==> src/rtl/rq_scheduler_pkg.sv <==
// Shared constants and types for the request scheduler.
// RQ_WIDTH / TX_WIDTH : request-stream and engine TX-stream data widths.
// TX_BEATS_PER_PACKET : derived from the RX packet size so scheduler and engine agree.
package rq_scheduler_pkg;

  localparam int unsigned RQ_WIDTH            = 32;
  localparam int unsigned TX_WIDTH            = 256;
  localparam int unsigned RX_BEATS_PER_PACKET = 32;
  // Header + two TX beats per RX beat + footer.
  localparam int unsigned TX_BEATS_PER_PACKET = 2 * RX_BEATS_PER_PACKET + 2;
  localparam int unsigned CNT_W               = 5;

  typedef enum logic [0:0] {
    StArb,
    StOffer
  } state_e;

endpackage

==> src/rtl/rq_scheduler_if.sv <==
// Bundle of all stream/status signals of rq_scheduler.
// slave  : scheduler view (consumes requester streams and TX monitor, drives engine request).
// master : environment view (requesters, engine, TX monitor tap).
interface rq_scheduler_if #(
  parameter int unsigned NUM_REQ = 4
);
  import rq_scheduler_pkg::*;

  logic [RQ_WIDTH*NUM_REQ-1:0] AXIS_IN_TDATA;
  logic [NUM_REQ-1:0]          AXIS_IN_TVALID;
  logic [NUM_REQ-1:0]          AXIS_IN_TREADY;
  logic [RQ_WIDTH-1:0]         AXIS_RQ_TDATA;
  logic                        AXIS_RQ_TVALID;
  logic                        AXIS_RQ_TREADY;
  logic                        TX_MON_TVALID;
  logic                        TX_MON_TREADY;
  logic [NUM_REQ-1:0]          DONE;
  logic [CNT_W-1:0]            OUTSTANDING;
  logic                        ERR;

  modport master (
    output AXIS_IN_TDATA, AXIS_IN_TVALID, AXIS_RQ_TREADY, TX_MON_TVALID, TX_MON_TREADY,
    input  AXIS_IN_TREADY, AXIS_RQ_TDATA, AXIS_RQ_TVALID, DONE, OUTSTANDING, ERR
  );

  modport slave (
    input  AXIS_IN_TDATA, AXIS_IN_TVALID, AXIS_RQ_TREADY, TX_MON_TVALID, TX_MON_TREADY,
    output AXIS_IN_TREADY, AXIS_RQ_TDATA, AXIS_RQ_TVALID, DONE, OUTSTANDING, ERR
  );

endinterface

==> src/rtl/rq_scheduler_tag_fifo.sv <==
// rq_tag_fifo: small FIFO of requester tags for issued-but-uncompleted packets.
// clk, reset       : clock, synchronous active-high reset (empties the FIFO).
// push, push_data  : enqueue a tag; accepted when not full, or when full with a pop.
// pop, pop_data    : dequeue the head tag; pop_data shows the head, ignored when empty.
// empty            : no tags stored.
module rq_tag_fifo #(
  parameter int unsigned Depth = 4,
  parameter int unsigned Width = 2
) (
  input  logic             clk,
  input  logic             reset,
  input  logic             push,
  input  logic [Width-1:0] push_data,
  input  logic             pop,
  output logic [Width-1:0] pop_data,
  output logic             empty
);

  localparam int unsigned PtrW = (Depth > 1) ? $clog2(Depth) : 1;
  localparam int unsigned CntW = $clog2(Depth + 1);

  logic [Width-1:0] mem_q [Depth];
  logic [PtrW-1:0]  wr_ptr_q, rd_ptr_q;
  logic [CntW-1:0]  count_q;
  logic             full, do_push, do_pop;

  function automatic logic [PtrW-1:0] ptr_inc(input logic [PtrW-1:0] p);
    return (p == PtrW'(Depth - 1)) ? '0 : p + PtrW'(1);
  endfunction

  assign empty    = (count_q == '0);
  assign full     = (count_q == CntW'(Depth));
  assign do_pop   = pop & ~empty;
  // A pop in the same cycle frees the slot, so push is legal even when full.
  assign do_push  = push & (~full | do_pop);
  assign pop_data = mem_q[rd_ptr_q];

  always_ff @(posedge clk) begin
    if (reset) begin
      wr_ptr_q <= '0;
      rd_ptr_q <= '0;
      count_q  <= '0;
    end else begin
      if (do_push) begin
        mem_q[wr_ptr_q] <= push_data;
        wr_ptr_q        <= ptr_inc(wr_ptr_q);
      end
      if (do_pop) begin
        rd_ptr_q <= ptr_inc(rd_ptr_q);
      end
      count_q <= count_q + CntW'(do_push) - CntW'(do_pop);
    end
  end

endmodule

==> src/rtl/rq_scheduler.sv <==
// rq_scheduler: round-robin merge of NUM_REQ request streams onto one registered request
// stream, with at most MAX_OUTSTANDING requests in flight. Completion is inferred by
// counting TX beats; each completed packet pulses DONE for the requester that issued it.
// clk, reset : clock, synchronous active-high reset.
// bus        : rq_scheduler_if.slave (requester inputs, engine request, TX tap, status).
module rq_scheduler #(
  parameter int unsigned NUM_REQ             = 4,
  parameter int unsigned MAX_OUTSTANDING     = 4,
  parameter int unsigned TX_BEATS_PER_PACKET = rq_scheduler_pkg::TX_BEATS_PER_PACKET
) (
  input logic           clk,
  input logic           reset,
  rq_scheduler_if.slave bus
);
  import rq_scheduler_pkg::*;

  localparam int unsigned TagW  = $clog2(NUM_REQ);
  localparam int unsigned BeatW = (TX_BEATS_PER_PACKET > 1) ? $clog2(TX_BEATS_PER_PACKET) : 1;

  state_e              state_q, state_d;
  logic [TagW-1:0]     last_grant_q, grant, cand, tag_out;
  logic                found, credit_ok, in_hs, rq_hs, tx_hs, pkt_done, tag_pop, fifo_empty;
  logic [NUM_REQ-1:0]  in_ready, done_q;
  logic [RQ_WIDTH-1:0] rq_tdata_q;
  logic                rq_tvalid_q, err_q;
  logic [CNT_W-1:0]    outstanding_q;
  logic [BeatW-1:0]    beat_q;

  // Registered count only: a completion this cycle frees credit next cycle.
  assign credit_ok = outstanding_q < CNT_W'(MAX_OUTSTANDING);

  // Round-robin search starting one past the last grant.
  always_comb begin
    found = 1'b0;
    grant = last_grant_q;
    cand  = '0;
    for (int unsigned k = 1; k <= NUM_REQ; k++) begin
      cand = TagW'((32'(last_grant_q) + k) % NUM_REQ);
      if (!found && bus.AXIS_IN_TVALID[cand]) begin
        found = 1'b1;
        grant = cand;
      end
    end
  end

  assign in_hs    = (state_q == StArb) && credit_ok && found;
  assign rq_hs    = rq_tvalid_q & bus.AXIS_RQ_TREADY;
  assign tx_hs    = bus.TX_MON_TVALID & bus.TX_MON_TREADY;
  assign pkt_done = tx_hs && (beat_q == BeatW'(TX_BEATS_PER_PACKET - 1));
  assign tag_pop  = pkt_done & ~fifo_empty;

  // FSM: state register
  always_ff @(posedge clk) begin
    if (reset) state_q <= StArb;
    else       state_q <= state_d;
  end

  // FSM: next state
  always_comb begin
    state_d = state_q;
    case (state_q)
      StArb:   if (in_hs) state_d = StOffer;
      StOffer: if (rq_hs) state_d = StArb;
      default: state_d = StArb;
    endcase
  end

  // FSM: outputs
  always_comb begin
    in_ready = '0;
    if ((state_q == StArb) && credit_ok && found) in_ready[grant] = 1'b1;
  end

  always_ff @(posedge clk) begin
    if (reset) begin
      rq_tdata_q    <= '0;
      rq_tvalid_q   <= 1'b0;
      last_grant_q  <= TagW'(NUM_REQ - 1);
      beat_q        <= '0;
      done_q        <= '0;
      outstanding_q <= '0;
      err_q         <= 1'b0;
    end else begin
      if (in_hs) begin
        rq_tdata_q   <= bus.AXIS_IN_TDATA[32'(grant) * RQ_WIDTH +: RQ_WIDTH];
        rq_tvalid_q  <= 1'b1;
        last_grant_q <= grant;
      end else if (rq_hs) begin
        rq_tvalid_q <= 1'b0;
      end
      if (tx_hs) beat_q <= pkt_done ? '0 : beat_q + BeatW'(1);
      done_q <= '0;
      if (tag_pop) done_q[tag_out] <= 1'b1;
      outstanding_q <= outstanding_q + CNT_W'(in_hs) - CNT_W'(tag_pop);
      // Completion with nothing recorded in flight: flag it, never underflow.
      if (pkt_done && fifo_empty) err_q <= 1'b1;
    end
  end

  rq_tag_fifo #(
    .Depth (MAX_OUTSTANDING),
    .Width (TagW)
  ) u_tag_fifo (
    .clk       (clk),
    .reset     (reset),
    .push      (in_hs),
    .push_data (grant),
    .pop       (tag_pop),
    .pop_data  (tag_out),
    .empty     (fifo_empty)
  );

  assign bus.AXIS_IN_TREADY = in_ready;
  assign bus.AXIS_RQ_TDATA  = rq_tdata_q;
  assign bus.AXIS_RQ_TVALID = rq_tvalid_q;
  assign bus.DONE           = done_q;
  assign bus.OUTSTANDING    = outstanding_q;
  assign bus.ERR            = err_q;

endmodule

==> src/flat_wrapper.sv <==
// flat-port wrapper written by rule: the top's interface ports become plain ports
module rq_scheduler_flat import rq_scheduler_pkg::*;
#(
  parameter int unsigned NUM_REQ             = 4,
  parameter int unsigned MAX_OUTSTANDING     = 4,
  parameter int unsigned TX_BEATS_PER_PACKET = rq_scheduler_pkg::TX_BEATS_PER_PACKET
)
  (clk, reset, bus_AXIS_IN_TDATA, bus_AXIS_IN_TVALID, bus_AXIS_RQ_TREADY, bus_TX_MON_TVALID, bus_TX_MON_TREADY, bus_AXIS_IN_TREADY, bus_AXIS_RQ_TDATA, bus_AXIS_RQ_TVALID, bus_DONE, bus_OUTSTANDING, bus_ERR);
  rq_scheduler_if #(.NUM_REQ(NUM_REQ)) bus_i ();
  input logic clk;
  input logic reset;
  input wire logic [$bits(bus_i.AXIS_IN_TDATA)-1:0] bus_AXIS_IN_TDATA;
  input wire logic [$bits(bus_i.AXIS_IN_TVALID)-1:0] bus_AXIS_IN_TVALID;
  input wire logic [$bits(bus_i.AXIS_RQ_TREADY)-1:0] bus_AXIS_RQ_TREADY;
  input wire logic [$bits(bus_i.TX_MON_TVALID)-1:0] bus_TX_MON_TVALID;
  input wire logic [$bits(bus_i.TX_MON_TREADY)-1:0] bus_TX_MON_TREADY;
  output wire logic [$bits(bus_i.AXIS_IN_TREADY)-1:0] bus_AXIS_IN_TREADY;
  output wire logic [$bits(bus_i.AXIS_RQ_TDATA)-1:0] bus_AXIS_RQ_TDATA;
  output wire logic [$bits(bus_i.AXIS_RQ_TVALID)-1:0] bus_AXIS_RQ_TVALID;
  output wire logic [$bits(bus_i.DONE)-1:0] bus_DONE;
  output wire logic [$bits(bus_i.OUTSTANDING)-1:0] bus_OUTSTANDING;
  output wire logic [$bits(bus_i.ERR)-1:0] bus_ERR;
  assign bus_i.AXIS_IN_TDATA = bus_AXIS_IN_TDATA;
  assign bus_i.AXIS_IN_TVALID = bus_AXIS_IN_TVALID;
  assign bus_i.AXIS_RQ_TREADY = bus_AXIS_RQ_TREADY;
  assign bus_i.TX_MON_TVALID = bus_TX_MON_TVALID;
  assign bus_i.TX_MON_TREADY = bus_TX_MON_TREADY;
  assign bus_AXIS_IN_TREADY = bus_i.AXIS_IN_TREADY;
  assign bus_AXIS_RQ_TDATA = bus_i.AXIS_RQ_TDATA;
  assign bus_AXIS_RQ_TVALID = bus_i.AXIS_RQ_TVALID;
  assign bus_DONE = bus_i.DONE;
  assign bus_OUTSTANDING = bus_i.OUTSTANDING;
  assign bus_ERR = bus_i.ERR;
  rq_scheduler #(.NUM_REQ(NUM_REQ), .MAX_OUTSTANDING(MAX_OUTSTANDING), .TX_BEATS_PER_PACKET(TX_BEATS_PER_PACKET)) u_core (.clk(clk), .reset(reset), .bus(bus_i));
endmodule
==> config.mk <==
export PLATFORM = sky130hd
export DESIGN_NAME = rq_scheduler_flat
export DESIGN_NICKNAME = d
export VERILOG_FILES = /design/src/rtl/rq_scheduler_pkg.sv /design/src/rtl/rq_scheduler_if.sv /design/src/rtl/rq_scheduler_tag_fifo.sv /design/src/rtl/rq_scheduler.sv /design/src/flat_wrapper.sv
export SDC_FILE = /design/constraint.sdc
export NUM_CORES = 1
export LEC_CHECK = 0
export CORE_MARGIN = 4
export CORE_UTILIZATION = 39
export CTS_BUF_LIST = sky130_fd_sc_hd__clkbuf_2 sky130_fd_sc_hd__clkbuf_4 sky130_fd_sc_hd__clkbuf_8
export DETAILED_ROUTE_END_ITERATION = 8
export GPL_TIMING_DRIVEN = 0
export PLACE_DENSITY = 0.85
export SLEW_MARGIN = 20
export SYNTH_ARGS = -nofsm -noshare
export SYNTH_HDL_FRONTEND = slang
export SYNTH_SLANG_ARGS = --single-unit
==> constraint.sdc <==
create_clock -name clk -period 2.96 [get_ports clk]
set_input_delay 0.296 -clock clk [delete_from_list [all_inputs] [get_ports clk]]
set_output_delay 0.296 -clock clk [all_outputs]
set_load 0.03 [all_outputs]
==> Word-level counts from Yosys, hierarchy flattened <==
Memory sizes are Yosys's and may differ from the RTL's. A register that Yosys moved wholly into a read port is not among the register bits.
Index checks and enable logic that the tools add are counted.
{ "totals": {"register_bits": 60, "latchBits": 0, "ramBits": 8, "rom_bits": 0, "input_bits": 137, "output_inout_bits": 47, "n_memories": 1} }
{ "classes": {"n_addsub": 11, "multipliers": 0, "div_mod_pow": 0, "order_cmp": 9, "eq_ne": 4, "shifts": 1, "muxes": 34, "bitwise": 10, "n_reduce_logical": 15} }
{ "mem_list": {"columns": ["memory", "depth", "width", "rd", "rd_ports_with_merged_regs", "wr", "line", "rtl"], "rows": [
  ["u_core.u_tag_fifo.mem_q", 4, 2, 1, 1, 1, "rq_scheduler_tag_fifo.sv:22", "logic [Width-1:0] mem_q [Depth];"]
]} }
{ "op_table": {"columns": ["operator", "count"], "rows": [
  ["$shiftx 128x8->32", 1],
  ["$lt 2x3->1 const B", 6],
  ["$mux 1", 17],
  ["$mux 2", 8],
  ["$logic_and 1x1->1", 9],
  ["$add 2x1->2 const B", 4],
  ["$bmux 1 s2", 4],
  ["$add 7x1->7 const B", 1],
  ["$eq 7x7->1 const B", 1],
  ["$mux 7", 1],
  ["$add 5x1->5", 1],
  ["$and 1x1->1", 5],
  ["$lt 5x3->1 const B", 1],
  ["$sub 5x1->5", 1],
  ["$add 2x2->2 const B", 2],
  ["$demux 1 s2", 2],
  ["$eq 2x2->1 const B", 2],
  ["$ge 2x1->1 const B", 2],
  ["$mux 4", 1],
  ["$not 1->1", 4],
  ["$add 3x1->3", 1],
  ["$eq 3x3->1 const B", 1],
  ["$logic_not 1->1", 3],
  ["$logic_not 3->1", 1],
  ["other kinds (5)", 5]
]} }

==> Depth between registers and ports, before layout <==
Gate-level depths: netlist (run 1).
{ "logic_depth": {"ltp_word": 18, "depth_mapped": 16} }

==> Hierarchy <==
Synthesis (run 1) repeated with hierarchy kept, for this count alone.
{ "hier_totals": {"hier_cells": 402, "area_unflattened_um2": 4027.6} }
{ "by_module_without_submodules": {"columns": ["module", "instances", "cells_per_inst", "area_per_inst_um2", "seq_area_each_um2"], "rows": [
  ["rq_scheduler", 1, 346, 3256.9, 1061.0],
  ["rq_tag_fifo", 1, 56, 770.7, 420.4]
]} }

==> Worst setup path before layout (run 1) <==
OpenSTA, ideal clock, no wires.
{ "synth_path": {"kind": "reg-to-reg", "start": "register u_core.beat_q[3]", "end": "register u_core.outstanding_q[4], in the netlist u_core.bus.OUTSTANDING[4]", "arrival_time_ns": 2.706, "t_required_ns": 2.832, "path_slack_ns": 0.127, "path_stages_with_launch": 15, "path_cell_list": "dfxtp_1 -> or4b_4 -> nor4_4 -> and2b_1 -> buf_6 -> ha_1 -> inv_1 -> ha_1 -> inv_1 -> fa_1 -> inv_1 -> a21o_1 -> a21oi_1 -> xnor2_1 -> nor2_1"} }
{ "synth_between": {"elab_chain_cells": 4} }
{ "synth_lines": {"columns": ["element", "line", "rtl"], "rows": [
  ["start, declared", "rq_scheduler.sv:27", "logic [BeatW-1:0] beat_q;"],
  ["start signal, assigned", "rq_scheduler.sv:91", "if (tx_hs) beat_q <= pkt_done ? '0 : beat_q + BeatW'(1);"],
  ["$eq 7x7->1", "rq_scheduler.sv:49", "assign pkt_done = tx_hs && (beat_q == BeatW'(TX_BEATS_PER_PACKET - 1));"],
  ["$logic_and 1x1->1", "rq_scheduler.sv:49", null],
  ["$and 1x1->1", "rq_scheduler.sv:50", "assign tag_pop = pkt_done & ~fifo_empty;"],
  ["$sub 5x1->5", "rq_scheduler.sv:94", "outstanding_q <= outstanding_q + CNT_W'(in_hs) - CNT_W'(tag_pop);"],
  ["end signal, assigned", "rq_scheduler.sv:94", null],
  ["end, declared", "rq_scheduler.sv:26", "logic [CNT_W-1:0] outstanding_q;"]
]} }
No other way between the ends.
A chain may end at the register's enable or synchronous reset.

==> Worst setup path after layout (run 1) <==
Ends and elaborated chain as after synthesis.

==> results of run 1 <==
-- metrics by stage --
step | total power [mW] | setup TNS [ns] | utilization, % | std cells
after floorplan | 3.358 | 0 | - | 435
after global placement | 4.428 | -1.482 | 60.57 | 750
after detailed placement | 4.554 | -2.214 | 60.57 | 750
after CTS | 5.356 | 0 | 62.76 | 766
after global routing | 5.692 | -0.05444 | 63.06 | 768
final | 5.373 | 0 | 63.06 | 768
-- cell type report --
type / instances / share of cell area [%]
well taps: 133 / 2.700
clock buffers: 13 / 2.700
clock inverters: 3 / 0.6902
multi-input cells: 311 / 36.24
repair buffers: 185 / 29.96
inverters: 18 / 1.157
plain buffers: 35 / 2.477
flip-flops and latches: 70 / 24.08
-- layout by cell type (no fill, tap or decap), drive strengths merged, types with 2 or more instances in the layout --
cell type        n
and3             5
a21oi           12
xor2             5
a21o             4
ha              14
nor3             6
nand3b           2
nor2            28
mux2i           25
o31ai           10
inv             17
fa               2
mux4             2
nor4             2
and2             6
clkbuf          35
nand2           32
a32oi           10
dlygate4sd2      4
clkdlybuf4s50  175
nand2b           5
nor2b            4
dfxtp           62
dlymetal6s2s     3
o221ai          22
a211o           11
xnor2            5
buf             16
edfxtp           8
nand3           47
or4              2
a2bb2oi         22
nand4           10
clkinvlp         2
o21ai            4
-- synthesized netlist by cell type, drive strengths merged (6+ instances only) --
cell,instances
and2,6
nor2,28
buf,14
inv,18
dfxtp,62
a32oi,10
o221ai,22
ha,14
nand3,47
o31ai,10
a2bb2oi,22
nand4,10
a211o,11
nand2,32
mux2i,25
nor3,6
clkbuf,22
edfxtp,8
a21oi,12
-- worst register-to-register path: cells and delay by family, from the launching register on --
family	cells	cell delay [ns]
AOI/OAI and AO/OA	2	0.17
xor gates and xnor gates	1	0.13
adders and majority gates	3	0.73
buffers and inverters	4	0.31
DFF	1	0.34
and+or+nand+nor	4	1.03
-- how the worst max path moves through the flow --
| stage | end | slack, ns | cells past startpoint |
|---|---|---|---|
| after global routing | u_core.bus.OUTSTANDING[4] | -0.05 | 14 |
| final | u_core.bus.OUTSTANDING[4] | 0.13 | 14 |
| after floorplan | u_core.bus.OUTSTANDING[4] | 0.13 | 14 |
| after detailed placement | bus_AXIS_IN_TREADY[3] | -0.46 | 8 |
| after global placement | bus_AXIS_IN_TREADY[3] | -0.32 | 8 |
| after CTS | u_core.bus.OUTSTANDING[4] | 0.01 | 14 |
-- per-layer routing --
metal	vias to the layer above	GRT usage (%)	wire length (um)
met4	0	8.837	276
met5	-	0	0
li1	2013	-	-
met2	182	41.39	7240
met3	21	4.836	1027
met1	2010	26.80	5432
-- cell families (layout without fill, tap and decap cells) --
family                     after synthesis  after routing  synth area share [%]
AOI/OAI and AO/OA                      101            101                 20.59
xor gates and xnor gates                10             10                 2.227
adders and majority gates               16             16                 5.473
buffers and inverters                   54            254                 5.600
and+or+nand+nor                        157            157                 20.94
DFF                                     70             70                 37.67
muxes                                   27             27                 7.509
-- report_power, final --
group / switching, mW / total, mW / internal, mW
logic: 1.80 / 3.08 / 1.28
registers: 0.190 / 1.48 / 1.29
clock network: 0.359 / 0.812 / 0.453
total: 2.34 / 5.37 / 3.03
-- registers in the layout (all words and copies together), names as in the netlist, named ones only --
name / flops
u_core.beat_q: 7
u_core.u_tag_fifo.mem_q: 8
u_core.u_tag_fifo.rd_ptr_q: 2
u_core.bus.OUTSTANDING: 5
u_core.bus.AXIS_RQ_TVALID: 1
u_core.last_grant_q: 2
u_core.u_tag_fifo.wr_ptr_q: 2
u_core.u_tag_fifo.count_q: 3
u_core.bus.AXIS_RQ_TDATA: 32
u_core.bus.ERR: 1
u_core.bus.DONE: 4
u_core.state_q: 1
-- timing repair --
action,4_1_cts,5_1_grt
pin swaps,1,1
setup endpoints to repair,5,7
setup buffers,1,2
resized for setup,7,8
==> metrics, run 1 <==
PwrDens=871.7 mW/mm2; Worst path max stage delay=0.56 ns; Critical Path, Cell by Cell=or4b_4, nor4_4, and2b_1, buf_6, ha_1, inv_1, ha_1, inv_1, fa_2, inv_1, a21o_1, a21oi_1, xnor2_1, nor2_1; Worst EP arrival=3.04 ns; drt first pass iters=5; Critical Path Fanout Max=7; multi-input logic area=0.002233 mm2; GRT overflow=0; routability cong.=0.8773; Num CTS Buffers=9; clk_lat worst skew=0.34 ns; Longest Clk Path Bufs=2; Reg2Reg Depth=14; diodes inserted=0; Buffers on Ports=182; leakage=2.407 nW; clk sinks=70; Syn Inst Count=435; GRT Overall Usage=23.09%; Top delay family on crit path=simple AND/OR/NAND/NOR gates; dpl hpwl=10980 um; initial DRC count=198; status=complete, no violations; Fin. Hold Viols=0; layout cells sized above 1=7.087%; final setup fails=0; # hold bufs at CTS=0; sequential cell area=0.001484 mm2; Setup WS post-layout=0.1343 ns; top post-synthesis cells by area=dfxtp_1, mux2i_1, edfxtp_1; largest area contributor in the netlist=dfxtp_1; worst path bufs/invs=4; critical path type=register to register; clock root buffer master=clkbuf_8; VDD IR max=370.0 uV; die height=108.4 um; Worst Tran Pin Value=0.7680 ns; vias in the first global route=4312; DR vias=4226; Most used DFF post-synth=dfxtp_1; Worst Hold Depth=2; CP Launch Point=u_core.beat_q[3]; first-pass GRT wire length=21390 um; dpl ws=-0.4648 ns; synth unique cells=53; crit start category=register; Die Width=108.4 um; design area=0.006163 mm2; Slowest cell on crit path=or4b_4; core area=0.009774 mm2; largest net degree at the start of global routing=18; YS warnings=0; max-slew violations=0; worst r2r src=u_core.beat_q[3]; Placed Area=0.005921 mm2; DR WL/cell=18.20 um; RR Endpoint=u_core.bus.OUTSTANDING[4]; normalized max-slew margin=48.80%; register bit total from synthesis=70; initial antenna violation count=0; Final period util=95.46%; Rows=36; Final Critical Period=2.826 ns; DIE AREA=0.01175 mm2; Min Hold Slack=0.4839 ns; max-cap violations=0; Synthesized Nets=588; Critical Path Most Common Cell=inv_1; Clk pin slew, worst setup/hold paths=0.07 ns; area delta synth->final=56.73%; mapped cell area=0.003933 mm2; Filler cells=855; boundary pin count=184; Routed Antenna Nets=0; register area share after synthesis=37.67%; FMAX=0.3539 GHz; routed wire length=13980 um; CTS HTree Levels=3; DR DRC count=0; asr flop ratio synth=0%; Hold EP=u_core.bus.ERR; Synth Area per Inst=9.040 um2; skew final=0.008788 ns; Synth top area share=31.56%; Hold Path Class=register to register; Post-synth EDFFs=8; RSZ-0062 raised after global routing=yes; Critical Path RT=3.17 ns; Min-Delay Startpoint=u_core.bus.ERR; Worst Setup End Kind=register; R2R Setup Slk=0.13 ns; initial core utilization=40.23%; Vias/cell=5.503; TritonCTS clock tree=done; nets=783
Note: power is estimated with default switching activity, not from simulation.
==> inputs of run 2 (changes only) <==
Settings changed: GPL_TIMING_DRIVEN 0 to unset.
==> metrics, run 2 (synthesis gave the netlist of run 1 again) <==
status=complete, no violations; Die Width=108.4 um; Largest register FFs=32; nets=769; Top delay family on crit path=simple AND/OR/NAND/NOR gates; Critical Path Fanout Max=3; leakage=2.421 nW; Critical Path, Cell by Cell=or4b_4, nor4_4, and2b_1, ha_1, inv_1, ha_2, inv_2, fa_2, inv_2, a21o_1, a21oi_2, xnor2_1, nor2_1; layout cells sized above 1=10.31%; CTS HTree Levels=3; multi-input logic area=0.002252 mm2; drt first pass iters=5; design area=0.006211 mm2; # hold bufs at CTS=0; Hold Path Class=input pin to register; max-cap violations=0; skew final=0.01393 ns; max-slew violations=0; DIE AREA=0.01175 mm2; most frequent cells in the layout=clkdlybuf4s50_1, dfxtp_1, nand3_1; initial antenna violation count=0; final setup fails=0; core area=0.009774 mm2; Placed Area=0.005951 mm2; clock root buffer master=clkbuf_8; Final Critical Period=2.834 ns; initial DRC count=213; boundary pin count=184; Rows=36; DR DRC count=0; Slowest cell on crit path=or4b_4; dpl ws=0.01550 ns; vias in the first global route=4290; Worst path max stage delay=0.55 ns; GRT overflow=0; clk_lat worst skew=0.35 ns; TritonCTS clock tree=done; first-pass GRT wire length=20670 um; Critical Path RT=3.18 ns; Routed Antenna Nets=0; final core utilization=63.54%; GRT Overall Usage=22.06%; routability cong.=0.9029; most common cell after layout, fill and taps aside=clkdlybuf4s50_1; initial core utilization=40.23%; Final period util=95.75%; Num CTS Buffers=9; Filler cells=826; die height=108.4 um; routed wire length=13400 um; critical path type=register to register; Min Hold Slack=0.3810 ns; largest net degree at the start of global routing=34; worst path bufs/invs=3; Worst Tran Pin Value=1.046 ns; clk sinks=70; DR vias=4224; PwrDens=879.3 mW/mm2; FMAX=0.3528 GHz; Buffers on Ports=183; area delta synth->final=57.94%; Critical Path Most Common Cell=inv_2; DR WL/cell=17.78 um; sequential cell area=0.001486 mm2; normalized max-slew margin=30.26%; Setup WS post-layout=0.1258 ns; diodes inserted=0; crit start category=register; VDD IR max=464.6 uV; Clk pin slew, worst setup/hold paths=0.08 ns; Vias/cell=5.602; Longest Clk Path Bufs=2; dpl hpwl=10230 um; Worst EP arrival=3.06 ns; Worst Setup End Kind=register; Fin. Hold Viols=0
## run 2: cell count changes in the layout (fill, tap and decap cells not counted), moves of 4 or more
cell / previous run / this run
buf_4: 3 / 25
buf_2: 8 / 1
dlygate4sd2_1: 4 / 0
buf_1: 4 / 0
clkbuf_1: 19 / 0
## run 2: final timing paths
check	from	cells after the start	slack [ns]	to
max	u_core.beat_q[4]	13	0.13	u_core.bus.OUTSTANDING[4]
min	reset	2	0.38	u_core.bus.AXIS_RQ_TDATA[5]
max reg2reg	u_core.beat_q[4]	13	0.13	u_core.bus.OUTSTANDING[4]
min reg2reg	u_core.state_q	2	0.48	u_core.state_q
## run 2: worst register-to-register path, stage by stage (launching register included)
cell     delay (ns)
dfxtp_4        0.35
or4b_4         0.55
nor4_4         0.29
and2b_1        0.20
ha_1           0.23
inv_1          0.06
ha_2           0.19
inv_2          0.04
fa_2           0.36
inv_2          0.06
a21o_1         0.11
a21oi_2        0.06
xnor2_1        0.15
nor2_1         0.05
## run 2: repair_timing
action                                 in CTS  in global routing
endpoints found under the hold margin       0                  0
setup buffers                               0                  3
resized for setup                           0                  8
setup endpoints to repair                   0                  1
## run 2: power by group
| group | internal [mW] | switching (mW) |
|---|---|---|
| combinational | 1.34 | 1.74 |
| clock | 0.492 | 0.387 |
| sequential | 1.29 | 0.217 |
## run 2: metal layers
metal,wire (um),global-route usage [%]
met2,6983,41.17
met4,255,6.583
met1,5182,25.08
met5,0,0
met3,983,4.537
## run 2: metrics by stage
step / std cells / TNS [ns] / total power [mW]
floorplan: 435 / 0 / 3.358
global placement: 735 / 0 / 4.457
detailed placement: 735 / 0 / 4.565
CTS: 751 / 0 / 5.457
global route: 754 / -0.0004872 / 5.772
finish: 754 / 0 / 5.461
## run 2: area by class of cell
class / count / area share (%)
tap: 133 / 2.679
sequential: 70 / 23.93
multi-input combinational: 311 / 36.26
timing repair buffer: 206 / 32.43
inverter: 18 / 1.088
clock buffer: 10 / 2.115
clock inverter: 6 / 1.491
==> inputs of run 3 (changes only) <==
Settings changed: CELL_PAD_IN_SITES_DETAIL_PLACEMENT set to 1, CELL_PAD_IN_SITES_GLOBAL_PLACEMENT set to 2, CORE_UTILIZATION 39 to 21, PLACE_DENSITY 0.85 to 0.82.
==> metrics, run 3 (synthesis gave the netlist of run 1 again) <==
status=complete, no violations; Critical Path RT=3.21 ns; Reg2Reg Depth=13; boundary pin count=184; final core utilization=34.80%; fin cells=850; GRT overflow=0; GRT Overall Usage=14.66%; die height=144.8 um; largest net degree at the start of global routing=36; Power, Total=5.538 mW; Final Critical Period=2.757 ns; initial DRC count=173; core area=0.01821 mm2; worst r2r src=u_core.beat_q[3]; FMAX=0.3627 GHz; Rows=49; DIE AREA=0.02098 mm2; RR Endpoint=u_core.bus.OUTSTANDING[4]; leakage=2.421 nW; drt first pass iters=4; vias in the first global route=4517; routability cong.=0.8262; VDD IR max=309.8 uV; nets=769; Top delay family on crit path=simple AND/OR/NAND/NOR gates; placed insts=834; total negative setup slack=0 ns; Post-CTS Resized=0; Worst Hold Depth=2; area delta synth->final=61.12%; Critical Path, Cell by Cell=or4b_4, nor4_4, and2b_1, ha_1, inv_1, ha_1, inv_1, fa_1, inv_1, a21o_1, a21oi_1, xnor2_1, nor2_1; Vias/cell=4.924; max-slew violations=0; critical path type=register to register; Clk pin slew, worst setup/hold paths=0.08 ns; # hold bufs at CTS=0; max-cap violations=0; Routed Antenna Nets=0; Setup WS post-layout=0.2028 ns; most frequent cells in the layout=clkdlybuf4s50_1, dfxtp_1, nand3_1; Die Width=144.8 um; worst path bufs/invs=3; DR WL/cell=18.64 um; CP Launch Point=u_core.beat_q[3]; R2R Setup Slk=0.20 ns; PwrDens=874.0 mW/mm2; initial core utilization=21.60%; Post CTS Setup Buffer Count=0; normalized max-slew margin=49.72%; Worst path max stage delay=0.56 ns; layout cells sized above 1=9.179%; crit start category=register; Fin. Hold Viols=0; Hold EP=u_core.state_q; Longest Clk Path Bufs=2; diodes inserted=0; DR vias=4185; Worst EP arrival=3.01 ns; dpl hpwl=11880 um; Buffers on Ports=183; Slowest cell on crit path=or4b_4; first-pass GRT wire length=23920 um; Worst Setup End Kind=register; Hold Path Class=register to register; clock root buffer master=clkbuf_8; initial antenna violation count=1; RSZ-0062 raised after global routing=no; clk_lat worst skew=0.36 ns; Worst Tran Pin Value=0.7543 ns; final setup fails=0; TritonCTS clock tree=done; clk sinks=70; Final period util=93.15%; Critical Path Fanout Max=4; skew final=0.008642 ns; Critical Path Most Common Cell=inv_1; most common cell after layout, fill and taps aside=clkdlybuf4s50_1; Num CTS Buffers=9; DR DRC count=0; Min-Delay Startpoint=u_core.state_q; routed wire length=15850 um; dpl ws=0.02715 ns; CTS HTree Levels=3; Largest register FFs=32; critical path depth=13
run 3: final cells by class:
| class | count | area [um2] |
|---|---|---|
| multi-input cells | 311 | 2251 |
| clock inverters | 7 | 98.84 |
| flip-flops and latches | 70 | 1481 |
| fillers | 2075 | 11870 |
| repair buffers | 206 | 2027 |
| clock buffers | 9 | 123.9 |
| inverters | 18 | 67.56 |
| well taps | 229 | 286.5 |
run 3: power by group:
part	switching (mW)	total, mW	internal, mW
Combinational	1.79	3.13	1.34
Clock	0.416	0.893	0.477
Sequential	0.225	1.52	1.29
run 3: worst max-delay path by stage:
stage / to
floorplan: u_core.bus.OUTSTANDING[4]
global placement: u_core.u_tag_fifo.count_q[2]
detailed placement: u_core.u_tag_fifo.count_q[2]
CTS: u_core.bus.OUTSTANDING[4]
global route: u_core.bus.OUTSTANDING[4]
finish: u_core.bus.OUTSTANDING[4]
run 3: through the flow:
stage	hold WS [ns]	instance area [um2]
2_1_floorplan	0.4358	3933
3_3_place_gp	0.4458	6113
3_5_place_dp	0.4528	6113
4_1_cts	0.4713	6336
5_1_grt	0.5128	6336
6_report	0.4675	6336
run 3: worst register-to-register path: stages, from the launching register on:
cell,delay (ns)
dfxtp_1,0.35
or4b_4,0.56
nor4_4,0.23
and2b_1,0.18
ha_1,0.23
inv_1,0.06
ha_1,0.16
inv_1,0.06
fa_1,0.39
inv_1,0.07
a21o_1,0.10
a21oi_1,0.07
xnor2_1,0.13
nor2_1,0.06
run 3: metal layers:
metal / GRT usage, % / vias to the layer above / part of all wire (%)
met5: 0 / - / 0.044
met4: 5.106 / 2 / 1.4
met3: 3.483 / 17 / 6.9
met2: 24.90 / 152 / 49
met1: 18.16 / 2027 / 43
li1: - / 1987 / -
